--- src/rtl/layer_sequencer_if.sv ---
// Byte-stream and accelerator-side signals of the layer sequencer.
// The slave modport is the sequencer and the master modport is the stream source / accelerator.
interface layer_sequencer_if;
    logic       s_valid;
    logic [7:0] s_data;
    logic       s_ready;
    logic [7:0] acc_data;
    logic       acc_load_r;
    logic       acc_load_wr;
    logic       acc_relu;
    logic       acc_sel;
    logic       acc_done;

    modport slave (
        input  s_valid, s_data, acc_done,
        output s_ready, acc_data, acc_load_r, acc_load_wr, acc_relu, acc_sel
    );

    modport master (
        output s_valid, s_data, acc_done,
        input  s_ready, acc_data, acc_load_r, acc_load_wr, acc_relu, acc_sel
    );
endinterface

--- src/rtl/layer_sequencer.sv ---
// Layer sequencer: streams one image and per-kernel weights into an accelerator, then runs compute/activation per kernel.
// Optional COMPUTE watchdog is enabled by defining SCHED_TIMEOUT_EN.
module layer_sequencer #(
    parameter int IMG_BYTES   = 1024,
    parameter int W_BYTES     = 25,
    parameter int TIMEOUT_CYC = 4096
) (
    input  logic               clk,
    input  logic               reset,
    input  logic               start,
    input  logic [3:0]         num_k,
    input  logic               relu_en,
    input  logic               prec_sel,
    layer_sequencer_if.slave   bus,
    output logic               busy,
    output logic               job_done,
    output logic               err,
    output logic [3:0]         k_idx
);

    // Byte counters are 11 bits wide, so phase lengths must fit them.
    if (IMG_BYTES < 1 || IMG_BYTES > 2048 || W_BYTES < 1 || W_BYTES > 2048 || TIMEOUT_CYC < 1) begin : g_param_check
        $error("layer_sequencer: IMG_BYTES/W_BYTES must be 1..2048 and TIMEOUT_CYC >= 1");
    end

    localparam logic [10:0] IMG_LAST = 11'(IMG_BYTES - 1);
    localparam logic [10:0] W_LAST   = 11'(W_BYTES - 1);

    typedef enum logic [2:0] {
        S_IDLE, S_LOAD_IMG, S_LOAD_W, S_COMPUTE, S_ACT, S_NEXT, S_DONE, S_ERR
    } state_t;

    state_t      r_state;
    logic [10:0] r_byte_cnt;
    logic [3:0]  r_num_k;
    logic        r_relu_en;
    logic        r_sel;
    logic [3:0]  r_k_idx;
    logic [7:0]  r_acc_data;
    logic        r_load_r;
    logic        r_load_wr;
    logic        r_relu;
    logic        r_s_ready;
    logic        r_busy;
    logic        r_job_done;

    logic        w_xfer;
    logic        w_last_k;

    assign w_xfer   = bus.s_valid && r_s_ready;
    assign w_last_k = (({1'b0, r_k_idx} + 5'd1) == {1'b0, r_num_k});

`ifdef SCHED_TIMEOUT_EN
    localparam int TO_W = $clog2(TIMEOUT_CYC + 1);
    localparam logic [TO_W-1:0] TO_LAST = TO_W'(TIMEOUT_CYC - 1);
    logic [TO_W-1:0] r_to_cnt;
    logic            r_err;
    assign err = r_err;
`else
    assign err = 1'b0;
`endif

    always_ff @(posedge clk or negedge reset) begin
        if (!reset) begin
            r_state    <= S_IDLE;
            r_byte_cnt <= '0;
            r_num_k    <= '0;
            r_relu_en  <= 1'b0;
            r_sel      <= 1'b0;
            r_k_idx    <= '0;
            r_acc_data <= '0;
            r_load_r   <= 1'b0;
            r_load_wr  <= 1'b0;
            r_relu     <= 1'b0;
            r_s_ready  <= 1'b0;
            r_busy     <= 1'b0;
            r_job_done <= 1'b0;
`ifdef SCHED_TIMEOUT_EN
            r_to_cnt   <= '0;
            r_err      <= 1'b0;
`endif
        end else begin
            r_load_r   <= 1'b0;
            r_load_wr  <= 1'b0;
            r_relu     <= 1'b0;
            r_job_done <= 1'b0;

            // s_ready is only high in the load states, so the strobe type follows the state.
            if (w_xfer) begin
                r_acc_data <= bus.s_data;
                r_load_r   <= (r_state == S_LOAD_IMG);
                r_load_wr  <= (r_state == S_LOAD_W);
            end

            case (r_state)
                S_IDLE: begin
                    if (start) begin
                        r_num_k    <= num_k;
                        r_relu_en  <= relu_en;
                        r_sel      <= prec_sel;
                        r_k_idx    <= '0;
                        r_byte_cnt <= '0;
                        r_busy     <= 1'b1;
                        if (num_k != 4'd0) begin
                            r_state   <= S_LOAD_IMG;
                            r_s_ready <= 1'b1;
                        end else begin
                            r_state   <= S_DONE;
                        end
                    end
                end
                S_LOAD_IMG: begin
                    if (w_xfer) begin
                        if (r_byte_cnt == IMG_LAST) begin
                            r_byte_cnt <= '0;
                            r_state    <= S_LOAD_W;
                        end else begin
                            r_byte_cnt <= r_byte_cnt + 11'd1;
                        end
                    end
                end
                S_LOAD_W: begin
                    if (w_xfer) begin
                        if (r_byte_cnt == W_LAST) begin
                            r_byte_cnt <= '0;
                            r_s_ready  <= 1'b0;
                            r_state    <= S_COMPUTE;
`ifdef SCHED_TIMEOUT_EN
                            r_to_cnt   <= '0;
`endif
                        end else begin
                            r_byte_cnt <= r_byte_cnt + 11'd1;
                        end
                    end
                end
                S_COMPUTE: begin
                    // acc_done takes priority over an expiring watchdog in the same cycle.
                    if (bus.acc_done) begin
                        r_state <= r_relu_en ? S_ACT : S_NEXT;
                        r_relu  <= r_relu_en;
                    end
`ifdef SCHED_TIMEOUT_EN
                    else if (r_to_cnt == TO_LAST) begin
                        r_state <= S_ERR;
                        r_busy  <= 1'b0;
                        r_err   <= 1'b1;
                    end else begin
                        r_to_cnt <= r_to_cnt + 1'b1;
                    end
`endif
                end
                S_ACT: begin
                    r_state <= S_NEXT;
                end
                S_NEXT: begin
                    if (w_last_k) begin
                        r_state <= S_DONE;
                    end else begin
                        r_k_idx    <= r_k_idx + 4'd1;
                        r_byte_cnt <= '0;
                        r_s_ready  <= 1'b1;
                        r_state    <= S_LOAD_W;
                    end
                end
                S_DONE: begin
                    r_job_done <= 1'b1;
                    r_busy     <= 1'b0;
                    r_state    <= S_IDLE;
                end
                S_ERR: begin
                    // Leaving ERR only clears it; the job itself needs a later start.
                    if (start) begin
                        r_state <= S_IDLE;
`ifdef SCHED_TIMEOUT_EN
                        r_err   <= 1'b0;
`endif
                    end
                end
                default: r_state <= S_IDLE;
            endcase
        end
    end

    assign bus.s_ready     = r_s_ready;
    assign bus.acc_data    = r_acc_data;
    assign bus.acc_load_r  = r_load_r;
    assign bus.acc_load_wr = r_load_wr;
    assign bus.acc_relu    = r_relu;
    assign bus.acc_sel     = r_sel;
    assign busy            = r_busy;
    assign job_done        = r_job_done;
    assign k_idx           = r_k_idx;

endmodule

--- src/flat_wrapper.sv ---
// flat-port wrapper written by rule: the top's interface ports become plain ports
module layer_sequencer_flat 
#(
    parameter int IMG_BYTES   = 1024,
    parameter int W_BYTES     = 25,
    parameter int TIMEOUT_CYC = 4096
)
  (clk, reset, start, num_k, relu_en, prec_sel, busy, job_done, err, k_idx, bus_s_valid, bus_s_data, bus_acc_done, bus_s_ready, bus_acc_data, bus_acc_load_r, bus_acc_load_wr, bus_acc_relu, bus_acc_sel);
  layer_sequencer_if bus_i ();
  input  logic clk;
  input  logic reset;
  input  logic start;
  input  logic [3:0] num_k;
  input  logic relu_en;
  input  logic prec_sel;
  output logic busy;
  output logic job_done;
  output logic err;
  output logic [3:0] k_idx;
  input wire logic [$bits(bus_i.s_valid)-1:0] bus_s_valid;
  input wire logic [$bits(bus_i.s_data)-1:0] bus_s_data;
  input wire logic [$bits(bus_i.acc_done)-1:0] bus_acc_done;
  output wire logic [$bits(bus_i.s_ready)-1:0] bus_s_ready;
  output wire logic [$bits(bus_i.acc_data)-1:0] bus_acc_data;
  output wire logic [$bits(bus_i.acc_load_r)-1:0] bus_acc_load_r;
  output wire logic [$bits(bus_i.acc_load_wr)-1:0] bus_acc_load_wr;
  output wire logic [$bits(bus_i.acc_relu)-1:0] bus_acc_relu;
  output wire logic [$bits(bus_i.acc_sel)-1:0] bus_acc_sel;
  assign bus_i.s_valid = bus_s_valid;
  assign bus_i.s_data = bus_s_data;
  assign bus_i.acc_done = bus_acc_done;
  assign bus_s_ready = bus_i.s_ready;
  assign bus_acc_data = bus_i.acc_data;
  assign bus_acc_load_r = bus_i.acc_load_r;
  assign bus_acc_load_wr = bus_i.acc_load_wr;
  assign bus_acc_relu = bus_i.acc_relu;
  assign bus_acc_sel = bus_i.acc_sel;
  layer_sequencer #(.IMG_BYTES(IMG_BYTES), .W_BYTES(W_BYTES), .TIMEOUT_CYC(TIMEOUT_CYC)) u_core (.clk(clk), .reset(reset), .start(start), .num_k(num_k), .relu_en(relu_en), .prec_sel(prec_sel), .bus(bus_i), .busy(busy), .job_done(job_done), .err(err), .k_idx(k_idx));
endmodule
--- config.mk ---
export PLATFORM = sky130hd
export DESIGN_NAME = layer_sequencer_flat
export DESIGN_NICKNAME = d
export VERILOG_FILES = /design/src/rtl/layer_sequencer_if.sv /design/src/rtl/layer_sequencer.sv /design/src/flat_wrapper.sv
export SDC_FILE = /design/constraint.sdc
export NUM_CORES = 1
export LEC_CHECK = 0
export BUFFER_PORTS_ARGS = -buffer_cell sky130_fd_sc_hd__buf_2
export CORE_ASPECT_RATIO = 0.5
export CORE_MARGIN = 2
export CORE_UTILIZATION = 35
export DETAILED_ROUTE_END_ITERATION = 8
export SLEW_MARGIN = 20
export SYNTH_ARGS = -nofsm -noshare
export SYNTH_HDL_FRONTEND = slang
export SYNTH_SLANG_ARGS = --single-unit
--- constraint.sdc ---
create_clock -name clk -period 2.5 [get_ports clk]
set_input_delay 0 -clock clk [delete_from_list [all_inputs] [get_ports clk]]
set_output_delay 0 -clock clk [all_outputs]
set_load 0.01 [all_outputs]
==> flow_metrics.env <==
export IMPL_hold_violations=0
export IMPL_peakVddDrop_mv=0.376
export IMPL_synth_area_per_cell_sq_um=10.0
export IMPL_seq_area_sq_um=951
export IMPL_areaGrowthSynthToFinish_pct=25.6
export IMPL_postCtsSetupBuffers=0
export IMPL_min_path_type="in2reg"
export IMPL_wl_per_cell_um=14.1
export IMPL_cts_tree="done"
export IMPL_grt_use_total=0.149
export IMPL_cts_buffers_inserted=5
export IMPL_grt_pass1_wl_um=7930
export IMPL_grt_overflow_total=0
export IMPL_syn_area_sq_um=2140
export IMPL_cts_resized=0
export IMPL_r2r_slack_ps=280
export IMPL_synth_edf_count=0
export IMPL_grt_pass1_vias=1691
export IMPL_fin_area_sq_um=2680
export IMPL_place_area_sq_um=2360
export IMPL_hold_depth=4
export IMPL_max_freq_ghz=0.450
export IMPL_met2_usage=0.246
export IMPL_maxSlewHeadroom=0.430
export IMPL_busiest_layer="met2"
export IMPL_drive_gt1_frac=0.262
export IMPL_hpwl_um=3350
export IMPL_cp_end_kind="flop"
export IMPL_remaining_drc_errors=0
export IMPL_grtUsageMet1=0.198
export IMPL_holdPathEnd="u_core.r_state[1]"
export IMPL_yosysMostFrequentCell="dfrtp_1"
export IMPL_ys_top_cells_by_area="dfrtp_1 44%, nand2_1 5.8%, mux2_2 4.7%, a21oi_1 2.1%, o22ai_1 2.0%"
export IMPL_gp_congestion=0.841
export IMPL_cp_data_arrival_time_ps=2390
export IMPL_setup_viol=0
export IMPL_synth_common_cells="38 x dfrtp_1, 33 x nand2_1, 11 x inv_1"
export IMPL_finalSetupTns_ps=0
export IMPL_status="finished, final reports clean"
export IMPL_timing_final_crit_share=0.888
export IMPL_cp_required_ps=2670
export IMPL_syn_nets=235
export IMPL_synth_seq_cells=38
export IMPL_rsz0062_at_grt="no"
export IMPL_path_clk_slew_ps=60
export IMPL_h_tree_depth=2
export IMPL_grt_max_degree=39
export IMPL_cp_start_kind="flop"
export IMPL_first_pass_iters=4
export IMPL_core_area_sq_um=5980
export IMPL_finalCriticalPeriod_ps=2220
export IMPL_hold_path_startpoint="start"
export IMPL_io_pins=39
export IMPL_multiInputGateArea_sq_um=1070
export IMPL_p_leak_nw=1.21
export IMPL_cts_root_buf="clkbuf_16"
export IMPL_crit_path_max_fanout=19
export IMPL_ys_async_sr_fraction=1.00
export IMPL_ys_warn_count=0
export IMPL_antenna_found_initial=0
export IMPL_row_count=20
export IMPL_die_w_um=115
export IMPL_drv_slew=0
export IMPL_viasPerCell=5.24
export IMPL_clock_latency_ps=280
export IMPL_nNetsFinal=288
export IMPL_netlist_area_leader_share=0.445
export IMPL_fillers=562
export IMPL_fin_skew_ps=4.44
export IMPL_yosysSeqAreaShare=0.445
export IMPL_ys_flop_type="dfrtp_1"
export IMPL_floorplan_initialDensity=0.357
export IMPL_ys_types=56
export IMPL_power_density_nw_per_um2=1120
export IMPL_postCtsHoldBufs=17
export IMPL_wl_um=4850
export IMPL_clock_sinks=38
export IMPL_grtUsageMet3=0.0286
export IMPL_r2r_end="u_core.r_byte_cnt[6]"
export IMPL_r2r_worst_path_cells=6
export IMPL_synthCells=213
export IMPL_dieArea_sq_um=6780
export IMPL_route_antenna_remaining_nets=0
export IMPL_rr_startpoint="u_core.k_idx[0]"
export IMPL_clockBufferDepth=2
export IMPL_maxCapViolations=0
export IMPL_n_antenna_cell=0
export IMPL_first_iter_violations=111
export IMPL_io_buffers=37
export IMPL_num_vias=1801
export IMPL_synth_largest_area_cell="dfrtp_1"
export IMPL_worst_pin_slew_ps=854
export IMPL_fp_dieH_um=59.3
export IMPL_crit_type="reg2reg"
sequential cells by signal, indices dropped and copies added, names as in the netlist:
name                    flops
u_core.r_byte_cnt          11
u_core.bus.acc_data         8
u_core.k_idx                4
u_core.r_num_k              4
u_core.r_state              3
u_core.bus.acc_load_r       1
u_core.bus.acc_load_wr      1
u_core.bus.acc_relu         1
u_core.bus.acc_sel          1
u_core.bus.s_ready          1
u_core.busy                 1
u_core.job_done             1
u_core.r_relu_en            1
critical path, cell delays in order (launching register included):
cell	delay, ps
dfrtp_1	440
ha_1	350
xnor2_1	180
o211a_1	240
a31oi_4	260
or2_2	410
a22o_1	220
power by group:
group | leakage, nW | total, W | switching [W] | internal, W
registers | 0.479 | 0.00104 | 0.000234 | 0.000807
logic | 0.654 | 0.00131 | 0.000716 | 0.000598
clock network | 0.0729 | 0.000644 | 0.000250 | 0.000395
total | 1.21 | 0.00300 | 0.00120 | 0.00180
cell type report:
type / instances / area share
Clock inverter: 2 / 0.00466
Multi-Input combinational cell: 154 / 0.400
Inverter: 11 / 0.0154
Clock buffer: 6 / 0.0517
Sequential cell: 38 / 0.354
Timing Repair Buffer: 56 / 0.138
Tap cell: 77 / 0.0359
cells by family (layout without fill, tap and decap cells):
family,count (synthesis),in the layout,synth area share
adders and majority gates,3,3,0.0176
DFF,38,38,0.445
and+or+nand+nor,81,81,0.204
other,1,1,0.00175
buffers and inverters,21,75,0.0527
AOI/OAI and AO/OA,52,52,0.191
xor gates and xnor gates,6,6,0.0310
muxes,11,11,0.0568
routing by layer:
| metal | up-vias | part of all wire | wire length (um) |
|---|---|---|---|
| met5 | - | 0 | 0 |
| met4 | 0 | 0.011 | 54 |
| met3 | 6 | 0.041 | 197 |
| met2 | 43 | 0.46 | 2240 |
| met1 | 873 | 0.49 | 2360 |
| li1 | 879 | - | - |
worst max-delay path by stage:
stage,from,end,depth (start not counted)
floorplan,u_core.k_idx[0],u_core.r_byte_cnt[6],6
global placement,u_core.k_idx[0],u_core.r_byte_cnt[6],6
detailed placement,u_core.k_idx[0],u_core.r_byte_cnt[6],6
CTS,u_core.k_idx[0],u_core.r_byte_cnt[6],6
global route,u_core.k_idx[0],u_core.r_byte_cnt[6],6
finish,u_core.k_idx[0],u_core.r_byte_cnt[6],6
cell usage in the layout (no fill, tap or decap), types with 2 or more instances in the layout:
| master | count |
|---|---|
| nand2b_1 | 4 |
| or3b_1 | 2 |
| nand2_1 | 33 |
| nor4_1 | 3 |
| mux2i_1 | 2 |
| a31oi_1 | 2 |
| clkbuf_16 | 5 |
| buf_4 | 2 |
| or2_2 | 2 |
| nand4_1 | 3 |
| dlygate4sd3_1 | 17 |
| and3_1 | 3 |
| nor2_1 | 8 |
| o22ai_1 | 7 |
| or3_1 | 2 |
| mux2_2 | 9 |
| o2bb2ai_1 | 5 |
| and2_1 | 4 |
| o21ai_0 | 8 |
| inv_1 | 11 |
| o31ai_2 | 2 |
| nand3_1 | 5 |
| buf_2 | 37 |
| o221ai_1 | 3 |
| o32a_1 | 2 |
| dfrtp_1 | 38 |
| and4_1 | 2 |
| a21oi_1 | 9 |
| a22o_1 | 2 |
| xnor2_1 | 4 |
| ha_1 | 3 |
stage by stage:
step | hold WS (ps) | util | power, W | setup slack [ps] | instances
floorplan | -296 | - | 0.00202 | 536 | 213
global placement | 156 | 0.395 | 0.00230 | 390 | 319
detailed placement | 159 | 0.395 | 0.00234 | 308 | 319
CTS | 71.3 | 0.449 | 0.00302 | 282 | 344
global route | 150 | 0.449 | 0.00322 | 199 | 344
finish | 81.2 | 0.449 | 0.00300 | 279 | 344
Power figures use the tool's default switching activity.
